`src/rtl/ravan_encryption.sv`:
```
// Iterative RAVAN encryption engine: one 64-bit block per handshake,
// one full 8-step round per clock, ROUNDS rounds, result held until taken.
module ravan_encryption #(
  parameter int ROUNDS = 21
) (
  input  logic         clk,
  input  logic         rst,
  input  logic         in_valid,
  output logic         in_ready,
  input  logic [63:0]  data_in,
  input  logic [63:0]  tweak,
  input  logic [511:0] key,
  output logic         out_valid,
  input  logic         out_ready,
  output logic [63:0]  enc_data_out,
  output logic         busy
);

  typedef enum logic [1:0] {
    S_IDLE,
    S_RUN,
    S_DONE
  } state_t;

  localparam logic [7:0] LAST_ROUND = 8'(ROUNDS - 1);

  state_t       r_state;
  state_t       w_next;
  logic [63:0]  r_t;
  logic [63:0]  r_tweak;
  logic [511:0] r_key;
  logic [7:0]   r_round_cnt;
  logic [63:0]  w_round;
  logic         w_accept;

  // Forward step is the inverse of the decryptor's t = ~(t - tweak) ^ k[i],
  // applied over ascending key slices.
  function automatic logic [63:0] enc_round(input logic [63:0]  t_in,
                                            input logic [511:0] k,
                                            input logic [63:0]  tw);
    logic [63:0] t;
    t = t_in;
    for (int i = 0; i < 8; i++) begin
      t = ~(t ^ k[64*i +: 64]) + tw;
    end
    return t;
  endfunction

  assign w_round  = enc_round(r_t, r_key, r_tweak);
  assign w_accept = in_valid && (r_state == S_IDLE);

  always_ff @(posedge clk or negedge rst) begin
    if (!rst) begin
      r_state <= S_IDLE;
    end else begin
      r_state <= w_next;
    end
  end

  always_comb begin
    w_next = r_state;
    case (r_state)
      S_IDLE: if (in_valid)                    w_next = S_RUN;
      S_RUN:  if (r_round_cnt == LAST_ROUND)   w_next = S_DONE;
      S_DONE: if (out_ready)                   w_next = S_IDLE;
      default:                                 w_next = S_IDLE;
    endcase
  end

  always_ff @(posedge clk or negedge rst) begin
    if (!rst) begin
      r_t         <= '0;
      r_key       <= '0;
      r_tweak     <= '0;
      r_round_cnt <= '0;
    end else if (w_accept) begin
      r_t         <= data_in;
      r_key       <= key;
      r_tweak     <= tweak;
      r_round_cnt <= '0;
    end else if (r_state == S_RUN) begin
      r_t         <= w_round;
      r_round_cnt <= r_round_cnt + 8'd1;
    end
  end

  // Handshake outputs decode straight from state so reset clears them at once.
  assign in_ready     = (r_state == S_IDLE);
  assign out_valid    = (r_state == S_DONE);
  assign busy         = ~in_ready;
  assign enc_data_out = r_t;

endmodule

```
`config.mk`:
```
export PLATFORM = sky130hd
export DESIGN_NAME = ravan_encryption
export DESIGN_NICKNAME = d
export VERILOG_FILES = /design/src/rtl/ravan_encryption.sv
export SDC_FILE = /design/constraint.sdc
export NUM_CORES = 2
export LEC_CHECK = 0
export ABC_AREA = 1
export CORE_MARGIN = 8
export CORE_UTILIZATION = 58
export DETAILED_ROUTE_END_ITERATION = 8
export GPL_ROUTABILITY_DRIVEN = 0
export PLACE_DENSITY = 0.82
export REMOVE_ABC_BUFFERS = 1
export SYNTH_ARGS = -nofsm -noshare
export SYNTH_HDL_FRONTEND = slang
export SYNTH_SLANG_ARGS = --single-unit
```
`constraint.sdc`:
```
create_clock -name clk -period 31 [get_ports clk]
set_input_delay 3.1 -clock clk [delete_from_list [all_inputs] [get_ports clk]]
set_output_delay 3.1 -clock clk [all_outputs]
set_load 0.01 [all_outputs]
```
==> results.yml <==
outcome:
  outcome: "finished, violations left"
  violations: "DRC"
sta:
  finClkSkew_ps: 27.0
  timing.final.ws_setup_ps: 13510
  rsz0062_at_grt: "false"
  slew_headroom: 0.227
  setup_viol: 0
  min_period_over_period: 0.564
  layout_min_cycle_time_ps: 17490
  hold_viol_final: 0
  max_freq_mhz: 57.2
  tightest_slew_ps: 1150
  slew_viol_final: 0
setup_path:
  cp-end-kind: "register"
  cpMostUsedCell: "nand2_1"
  worstSetupStartpointType: "register"
  crit_arrival_ps: 18050
  cp_slowest_cell: "dfrtp_1"
  critPathKind: "register to register"
  worst-path-max-fanout: 15
  crit_required_ps: 31550
  critPathMaxStageDelay_ps: 780
yosys:
  ys_seq_area_frac: 0.272
  synth-seq-cells: 650
  ys_async_sr_fraction: 1.00
  syn_avg_cell_area_um2: 6.96
  synth_flop_cell: "dfrtp_1"
  synthDistinctLibCells: 69
  ys_warn_count: 0
  synth_edf_count: 0
  syn_inst: 8587
  syn-cell-area_mm2: 0.0598
global_route:
  grt_use_met3: 0.164
  grt-busiest-layer: "met2"
  grt_pass1_vias: 63400
  antenna_found_initial: 23
  grtUsageMet1: 0.512
  grt_max_degree: 198
  grt_first_pass_wirelength_um: 377000
  overflow: 0
  grtUsageMet2: 0.631
  grtUsageTotal: 0.435
layout:
  n_fill_cell: 8461
  drive_above_1_share: 0.0447
  nets: 10400
  final_common_cell: "nand2_1"
  final_util: 0.696
  area_growth_pct: 18.8
  final_cell_mix: "nand2_1 (2,889), inv_1 (796), clkdlybuf4s50_1 (709)"
floorplanning:
  die-area_mm2: 0.114
  fp.dieH_um: 337
  io_pins: 711
  num_rows: 117
  start_util: 0.586
  die_w_um: 337
  core_area_mm2: 0.102
routing:
  ant_nets: 0
  dr_total_vias: 65400
  firstDrtPassIters: 9
  drtIter0Drc: 8823
  drcViolationCount: 178
  wl_per_cell_um: 24.0
  viasPerCell: 6.10
  drt_wl_total_um: 257000
placement:
  port_buffers: 710
  hpwl_um: 204000
  pre_cts_ws_ps: 15160
min_path:
  hp-class: "register to register"
run:
  maxCapViolCount: 0
clock_network:
  clkSlewWorstSetupHoldPaths_ps: 60
  htree_levels: 3
  cts_tree: "done"
  ctsResizeCount: 0
  cts_hold_buf: 0
  numCtsBuffers: 72
  cts_root_buf: "clkbuf_16"
  postCtsSetupBuffers: 0
  clock_sinks: 650
  clockBufferDepth: 3
  clkLatencyLatePin_ps: 690
==> synthesized netlist by cell type (5+ instances only) <==
library cell,count,share of area
inv_2,15,0.00094
nand3b_1,13,0.0016
a21oi_2,47,0.0069
o21ai_1,26,0.0022
a31oi_1,129,0.013
nor2_2,10,0.0010
a31oi_2,7,0.0015
nor3_1,61,0.0051
a21oi_1,643,0.054
o221ai_1,19,0.0028
o21bai_1,19,0.0024
a21oi_4,8,0.0022
nor2_1,668,0.042
and3_1,11,0.0012
clkbuf_1,150,0.0094
a21boi_2,6,0.0011
o21bai_2,7,0.0013
buf_1,5,0.00031
nor4_1,31,0.0032
a21o_1,45,0.0057
o21ai_2,41,0.0060
inv_1,796,0.050
fa_1,8,0.0027
o21a_1,50,0.0063
dfrtp_1,650,0.27
nand2_2,44,0.0046
o31ai_1,13,0.0016
o21ai_4,6,0.0016
a211oi_1,16,0.0020
ha_1,506,0.11
a221oi_1,10,0.0015
nand3_1,148,0.012
a21boi_0,13,0.0016
o21ai_0,385,0.032
nor3_2,6,0.0010
nand4_1,28,0.0029
nand2_1,2890,0.18
o211ai_1,44,0.0055
nand3_2,9,0.0015
xnor2_1,363,0.053
xor2_1,592,0.087
==> registers in the layout, indices dropped and copies added (netlist names) <==
signal        flops
r_tweak          64
enc_data_out     64
r_state           2
r_key           512
r_round_cnt       8
==> worst max-delay path: cells and delay by family, from the launching register on <==
family	cells	cell delay, ps
DFF	1	780
adders and majority gates	8	3290
buffers and inverters	9	950
xor gates and xnor gates	7	1740
AOI/OAI and AO/OA	23	5350
and+or+nand+nor	36	5160
==> through the flow <==
| step | cells | TNS, ps | cell area [µm²] | hold slack, ps |
|---|---|---|---|---|
| 4_1_cts | 10700 | 0 | 71000 | 502 |
| 3_3_place_gp | 10600 | 0 | 68600 | 482 |
| 2_1_floorplan | 8431 | -260950 | 59200 | 463 |
| 5_1_grt | 10700 | 0 | 71000 | 516 |
| 3_5_place_dp | 10600 | 0 | 68600 | 486 |
| 6_report | 10700 | 0 | 71100 | 504 |
==> layout make-up <==
class / instances / area, µm² / share of cell area
Sequential cell: 650 / 16300 / 0.229
Clock inverter: 29 / 430 / 0.00606
Clock buffer: 96 / 2000 / 0.0282
Antenna cell: 17 / 42.5 / 0.000599
Timing Repair Buffer: 779 / 7640 / 0.108
Inverter: 812 / 3060 / 0.0430
Multi-Input combinational cell: 6969 / 39900 / 0.562
Tap cell: 1368 / 1710 / 0.0241
==> routing by layer <==
metal | vias up | wire length, µm
met5 | - | 41
met4 | 6 | 26300
met3 | 1479 | 39000
met2 | 4737 | 104000
met1 | 29900 | 88000
li1 | 29300 | -
==> kinds of logic (layout without fill, tap and decap cells) <==
| group | count (synthesis) | after routing | share of synthesized area |
|---|---|---|---|
| other | 0 | 17 | 0 |
| adders and majority gates | 514 | 514 | 0.109 |
| buffers and inverters | 968 | 1716 | 0.0608 |
| and+or+nand+nor | 3931 | 3931 | 0.260 |
| xor gates and xnor gates | 956 | 956 | 0.140 |
| AOI/OAI and AO/OA | 1568 | 1568 | 0.158 |
| DFF | 650 | 650 | 0.272 |
==> path summary, 6_finish.rpt <==
path	startpoint	to	cells past startpoint	slack, ps
max in group asynchronous	rst	r_key[191]	5	24510
worst min register to register	r_key[216]	r_key[216]	2	500
worst max-delay path	r_tweak[1]	enc_data_out[54]	83	13510
worst max register to register	r_tweak[1]	enc_data_out[54]	83	13510
min in group asynchronous	rst	r_key[224]	1	2370
worst min-delay path	r_key[216]	r_key[216]	2	500
Power is not shown: default switching activity piles up to over one toggle a cycle in this logic, so the estimate is an artifact.
